<file path="config.mk">
export PLATFORM = sky130hd
export DESIGN_NAME = xadc_avg_filter_flat
export DESIGN_NICKNAME = d
export VERILOG_FILES = /design/src/rtl/xadc_avg_filter_if.sv /design/src/rtl/xadc_avg_filter.sv /design/src/flat_wrapper.sv
export SDC_FILE = /design/constraint.sdc
export NUM_CORES = 1
export LEC_CHECK = 0
export ABC_AREA = 1
export CAP_MARGIN = 25
export CELL_PAD_IN_SITES_DETAIL_PLACEMENT = 1
export CELL_PAD_IN_SITES_GLOBAL_PLACEMENT = 1
export CORE_ASPECT_RATIO = 0.7
export CORE_UTILIZATION = 46
export CTS_CLUSTER_SIZE = 40
export DETAILED_ROUTE_END_ITERATION = 8
export GPL_TIMING_DRIVEN = 0
export PLACE_DENSITY_LB_ADDON = 0.1
export SLEW_MARGIN = 20
export SYNTH_ARGS = -nofsm -noshare
export SYNTH_HDL_FRONTEND = slang
export SYNTH_SLANG_ARGS = --single-unit
</file>
<file path="constraint.sdc">
create_clock -name clk -period 3.4 [get_ports clk]
set_input_delay 0.68 -clock clk [delete_from_list [all_inputs] [get_ports clk]]
set_output_delay 0.68 -clock clk [all_outputs]
set_load 0.05 [all_outputs]
</file>
<file path="src/rtl/xadc_avg_filter_if.sv">
// Sample/average stream bundle between the XADC DRP reader and the averaging filter.
interface xadc_avg_filter_if;
    logic        smp_valid;
    logic [4:0]  smp_channel;
    logic [15:0] smp_data;
    logic        avg_valid;
    logic [2:0]  avg_slot;
    logic [15:0] avg_data;

    modport master (
        output smp_valid, smp_channel, smp_data,
        input  avg_valid, avg_slot, avg_data
    );

    modport slave (
        input  smp_valid, smp_channel, smp_data,
        output avg_valid, avg_slot, avg_data
    );
endinterface

</file>
<file path="src/rtl/xadc_avg_filter.sv">
// Per-channel boxcar decimator for six XADC channels: 2**LOG2_N samples in, one average out.
// Optional sticky over-threshold alarms are built when XADC_AVG_ALARM_EN is defined.
module xadc_avg_filter #(
    parameter int unsigned LOG2_N = 4
) (
    input  logic               clk,
    input  logic               reset_n,
    xadc_avg_filter_if.slave   bus,
    input  logic               flush,
    input  logic [15:0]        thr_hi,
    input  logic               alarm_clr,
    output logic [5:0]         alarm
);
    localparam int unsigned AW = 12 + LOG2_N;
    // LOG2_N = 0 keeps a 1-bit counter pinned at 0 so every sample finishes.
    localparam int unsigned CW = (LOG2_N == 0) ? 1 : LOG2_N;
    localparam logic [CW-1:0] CNT_LAST = CW'((2 ** LOG2_N) - 1);

    logic [AW-1:0] r_acc [6];
    logic [CW-1:0] r_cnt [6];
    logic          r_avg_valid;
    logic [2:0]    r_avg_slot;
    logic [15:0]   r_avg_data;

    logic          w_hit;
    logic [2:0]    w_slot;
    logic [11:0]   w_s;
    logic [AW-1:0] w_sum;
    logic          w_take;
    logic          w_last;
    logic          w_unused_lsb;

    always_comb begin
        w_hit  = 1'b1;
        w_slot = '0;
        case (bus.smp_channel)
            5'b10110: w_slot = 3'd0;
            5'b11110: w_slot = 3'd1;
            5'b10111: w_slot = 3'd2;
            5'b11111: w_slot = 3'd3;
            5'b00000: w_slot = 3'd4;
            5'b00001: w_slot = 3'd5;
            default:  w_hit  = 1'b0;
        endcase
    end

    assign w_s          = bus.smp_data[15:4];
    assign w_unused_lsb = ^bus.smp_data[3:0];
    assign w_take       = bus.smp_valid && w_hit && !flush;
    assign w_last       = (r_cnt[w_slot] == CNT_LAST);
    assign w_sum        = r_acc[w_slot] + AW'(w_s);

    always_ff @(posedge clk or negedge reset_n) begin
        if (!reset_n) begin
            for (int unsigned i = 0; i < 6; i++) begin
                r_acc[i] <= '0;
                r_cnt[i] <= '0;
            end
            r_avg_valid <= 1'b0;
            r_avg_slot  <= '0;
            r_avg_data  <= '0;
        end else begin
            r_avg_valid <= w_take && w_last;
            if (flush) begin
                for (int unsigned i = 0; i < 6; i++) begin
                    r_acc[i] <= '0;
                    r_cnt[i] <= '0;
                end
            end else if (w_take) begin
                if (w_last) begin
                    r_acc[w_slot] <= '0;
                    r_cnt[w_slot] <= '0;
                    r_avg_slot    <= w_slot;
                    r_avg_data    <= {w_sum[LOG2_N +: 12], 4'h0};
                end else begin
                    r_acc[w_slot] <= w_sum;
                    r_cnt[w_slot] <= r_cnt[w_slot] + CW'(1);
                end
            end
        end
    end

    assign bus.avg_valid = r_avg_valid;
    assign bus.avg_slot  = r_avg_slot;
    assign bus.avg_data  = r_avg_data;

`ifdef XADC_AVG_ALARM_EN
    logic [5:0] r_alarm;
    logic [5:0] w_set;

    always_comb begin
        w_set = '0;
        if (r_avg_valid && (r_avg_data > thr_hi))
            w_set[r_avg_slot] = 1'b1;
    end

    // A set in the same cycle as alarm_clr survives the clear.
    always_ff @(posedge clk or negedge reset_n) begin
        if (!reset_n)
            r_alarm <= '0;
        else
            r_alarm <= (alarm_clr ? 6'b0 : r_alarm) | w_set;
    end

    assign alarm = r_alarm;
`else
    logic w_unused_alarm;
    assign w_unused_alarm = ^{thr_hi, alarm_clr};
    assign alarm          = '0;
`endif
endmodule

</file>
<file path="src/flat_wrapper.sv">
// flat-port wrapper written by rule: the top's interface ports become plain ports
module xadc_avg_filter_flat 
#(
    parameter int unsigned LOG2_N = 4
)
  (clk, reset_n, flush, thr_hi, alarm_clr, alarm, bus_smp_valid, bus_smp_channel, bus_smp_data, bus_avg_valid, bus_avg_slot, bus_avg_data);
  xadc_avg_filter_if bus_i ();
  input  logic clk;
  input  logic reset_n;
  input  logic flush;
  input  logic [15:0] thr_hi;
  input  logic alarm_clr;
  output logic [5:0] alarm;
  input wire logic [$bits(bus_i.smp_valid)-1:0] bus_smp_valid;
  input wire logic [$bits(bus_i.smp_channel)-1:0] bus_smp_channel;
  input wire logic [$bits(bus_i.smp_data)-1:0] bus_smp_data;
  output wire logic [$bits(bus_i.avg_valid)-1:0] bus_avg_valid;
  output wire logic [$bits(bus_i.avg_slot)-1:0] bus_avg_slot;
  output wire logic [$bits(bus_i.avg_data)-1:0] bus_avg_data;
  assign bus_i.smp_valid = bus_smp_valid;
  assign bus_i.smp_channel = bus_smp_channel;
  assign bus_i.smp_data = bus_smp_data;
  assign bus_avg_valid = bus_i.avg_valid;
  assign bus_avg_slot = bus_i.avg_slot;
  assign bus_avg_data = bus_i.avg_data;
  xadc_avg_filter #(.LOG2_N(LOG2_N)) u_core (.clk(clk), .reset_n(reset_n), .bus(bus_i), .flush(flush), .thr_hi(thr_hi), .alarm_clr(alarm_clr), .alarm(alarm));
endmodule
</file>
==> flow_summary.ini <==
[run_status]
run_status = complete, but fails checks
failed_checks = design-rule violations, negative setup slack

[sta]
worst_clock_skew_ps = 19.68
fmax_mhz = 214.8
final_critical_path_setup_slack_ps = -1256
relSlewSlack_pct = 40.10
post-route-min-period_ps = 4656
post-route-period-util_pct = 137.0
final-setup-viol-count = 126
unrepaired_setup_endpoints_after_global_routing = true
hold_fails_final_rpt = 0
max_slew_violation_count = 0
tightest_slew_ps = 891.7
fin_hold_ws_ps = 151.1

[setup_path]
r2r.worst_path.cells = 14
crit_path_frequent_cell = sky130_fd_sc_hd__nand2_4
setup_slack_of_the_worst_register_to_register_path_ps = -520
worst_r2r_startpoint = u_core.r_acc[75]
worst-endpoint-arrival_ps = 5010
endpoint_kind = flop
worst_path_dominant_cell_family = simple AND/OR/NAND/NOR gates
cp_max_fo = 10
critical_path_launch_point_type = input pin
worstReg2RegEnd = u_core.r_acc[76]
critPathBufInv = 8
slowest_stage = sky130_fd_sc_hd__nor3_1
max_stage_delay_on_crit_path_ps = 740
crit_path_cell_count = 22
worst_setup_path_endpoint = u_core.r_acc[76]
setup.worst_path.start = bus_smp_channel[1]
required_arrival_time_at_the_worst_endpoint_ps = 3750
timing.setup.critical_path_class = input pin to flop
crit_path_cell_trace = buf_12, inv_4, nor2_4, nand2_4, buf_12, buf_4, nand2_4, inv_4, buf_6, o21ai_0, a21oi_1, nor3_1, ha_2, nand2_1, inv_1, a21oi_4, inv_2, nand2_4, nand3_1, nand2_1, nand3_1, o21ai_2

[die]
die_height_um = 119.8
fp.dieArea_um2 = 20390
start_util_pct = 47.66
io_pins = 68
die_w_um = 170.3
placement_rows = 42
floorplan.core_area_um2 = 19130

[synth]
yosysUniqueCellTypes = 39
share_of_async_settable_or_async_resettable_flops_after_synthesis_pct = 100.0
synth_area_um2 = 9116
synthDominantAreaCellType = sky130_fd_sc_hd__dfrtp_1
synth-seq-cells = 136
ys_dominant_reg_cell = sky130_fd_sc_hd__dfrtp_1
seq_area_frac_synth_pct = 37.33
post_synth_main_area_contributors = sky130_fd_sc_hd__dfrtp_1 37%, sky130_fd_sc_hd__nand2_1 16%, sky130_fd_sc_hd__nand3_1 8.9%, sky130_fd_sc_hd__o21ai_0 8.7%, sky130_fd_sc_hd__inv_1 4.0%
number_of_flops_mapped_to_enable_cells_by_yosys = 0
synth_top_cell_area_share_pct = 37.33
synth_cells = 1329
synth.yosys.warnings = 0
postSynthAreaPerCell_um2 = 6.859

[layout]
fin_cells = 1739
antenna_cells = 0
nFillCells = 2352
final_layout_size_suffix_gt1_share_pct = 26.31
syn_to_final_growth_pct = 36.19
final_core_utilization_pct = 64.91
nets = 1522

[clock_tree]
worstSkewPairLatency_ps = 460
cts_tree = yes
ctsHoldBuffers = 0
clock_path_buffers = 2
clock_sink_count = 136
clockRootBuffer = sky130_fd_sc_hd__clkbuf_16
cts_buffers = 17
worst_setup_hold_path_clk_slew_ps = 60
cts_h_tree_lvls = 4

[drt]
number_of_vias_after_detailed_routing = 12030
routed_via_density = 6.918
routedWlPerCell_um = 30.19
drt_wl_total_um = 52500
drc_errors = 2
detailedRoute.firstIterationViolations = 1986
drt_pass1_iterations = 9
ant_nets = 0

[global_routing]
wire_length_of_the_first_global_routing_pass_um = 65050
grt_max_degree = 82
grt_pass1_vias = 11180
grt_antenna_before_repair = 0
gr-total-overflow = 0
track_usage_pct = 43.01

[job]
max-cap-violations = 0

[placement]
place_inst = 1638
place.port_buffers = 35
hpwlAfterDp_um = 26930
gp_congestion = 0.9414

[pwr]
total_leakage_power_nw = 5.803
report.power.total_mw = 6.123
irDropWorstVdd_mv = 0.3715
power-per-cell-area_nw_per_um2 = 493.1

[worst_hold_path]
timing.hold.worst.class = input pin to async pin
## worst min-delay path by stage
| stage | start | to | slack [ps] | depth (start not counted) |
|---|---|---|---|---|
| 6_report | reset_n | u_core.bus.avg_data[9] | 150 | 1 |
| 5_1_grt | reset_n | u_core.bus.avg_data[5] | 190 | 1 |
| 4_1_cts | reset_n | u_core.bus.avg_data[5] | 180 | 1 |
| 3_5_place_dp | u_core.bus.avg_data[7] | u_core.bus.avg_data[7] | 470 | 2 |
| 3_3_place_gp | u_core.r_cnt[7] | u_core.r_cnt[7] | 460 | 2 |
| 2_1_floorplan | reset_n | u_core.bus.avg_data[10] | 380 | 0 |
## cell families after synthesis
family          Yosys count  synth area share [%]
buf+inv                 202                 10.54
xor+xnor                 11                 1.057
flops                   136                 37.33
simple gates            657                 31.29
fa+ha+maj                16                 2.278
other cells               1               0.04114
compound gates          306                 17.46
## power breakdown
part / internal (mW) / switching, mW / total, mW
clock: 1.08 / 0.796 / 1.88
sequential: 1.69 / 0.0938 / 1.79
combinational: 0.861 / 1.60 / 2.46
total: 3.64 / 2.49 / 6.12
## sequential cells by signal, summed over array words and instances, names as in the netlist
signal and cells:
u_core.r_acc 96, u_core.r_cnt 24, u_core.bus.avg_data 12, u_core.bus.avg_slot 3, u_core.bus.avg_valid 1
## per-stage QoR
step / setup slack (ps) / TNS [ps] / cell area [um^2]
3_5_place_dp: -2236 / -207510 / 9894
3_3_place_gp: -4110 / -754100 / 9862
5_1_grt: -1027 / -35670 / 12420
6_report: -1256 / -42180 / 12420
4_1_cts: 4.257 / 0 / 11550
2_1_floorplan: 12.19 / 0 / 9181
## synthesized netlist by cell type (11+ instances only)
cell type / n
sky130_fd_sc_hd__nand2_1: 394
sky130_fd_sc_hd__nand3_1: 162
sky130_fd_sc_hd__o21ai_0: 159
sky130_fd_sc_hd__dfrtp_1: 136
sky130_fd_sc_hd__inv_1: 98
sky130_fd_sc_hd__a21oi_1: 62
sky130_fd_sc_hd__o21ai_1: 56
sky130_fd_sc_hd__nor2_1: 51
sky130_fd_sc_hd__clkbuf_1: 32
sky130_fd_sc_hd__buf_2: 23
sky130_fd_sc_hd__buf_4: 19
sky130_fd_sc_hd__ha_1: 15
sky130_fd_sc_hd__buf_6: 13
sky130_fd_sc_hd__o22ai_1: 13
sky130_fd_sc_hd__nand2_2: 11
sky130_fd_sc_hd__nor3_1: 11
## layout make-up
type                       count  area (um^2)  area share, %
multi-input combinational   1000         5928          47.75
inverter                     112        454.2          3.658
clock buffer                  20        446.7          3.598
buffer                        88        685.7          5.523
timing repair buffer         109         1062          8.556
tap                          264        330.3          2.660
clock inverter                10        105.1         0.8465
sequential                   136         3403          27.41
## cell usage in the layout, fill, tap and decap left out, drive strengths merged, types with 8 or more instances in the layout
cell           count
nand2            407
o21ai            222
nand3            171
buf              139
dfrtp            136
inv              107
a21oi             62
nor2              58
clkbuf            49
clkdlybuf4s50     29
ha                15
o22ai             13
nor3              12
conb              10
clkinv             8
## timing repair
action                                  4_1_cts  5_1_grt
cloned                                        0        3
endpoints found under the setup margin      135      128
buffers inserted                             40       30
gates resized for setup                     198      160
pin swaps                                    47       65
## layer usage
metal  vias up  GRT usage (%)  wire length [um]
met5         -              0                68
met1      5753          56.34             18850
met4         4          20.10              3931
met2      1188          64.37             21570
li1       4639              -                 -
met3       447          13.75              8069
(Power assumes the default switching activity.)
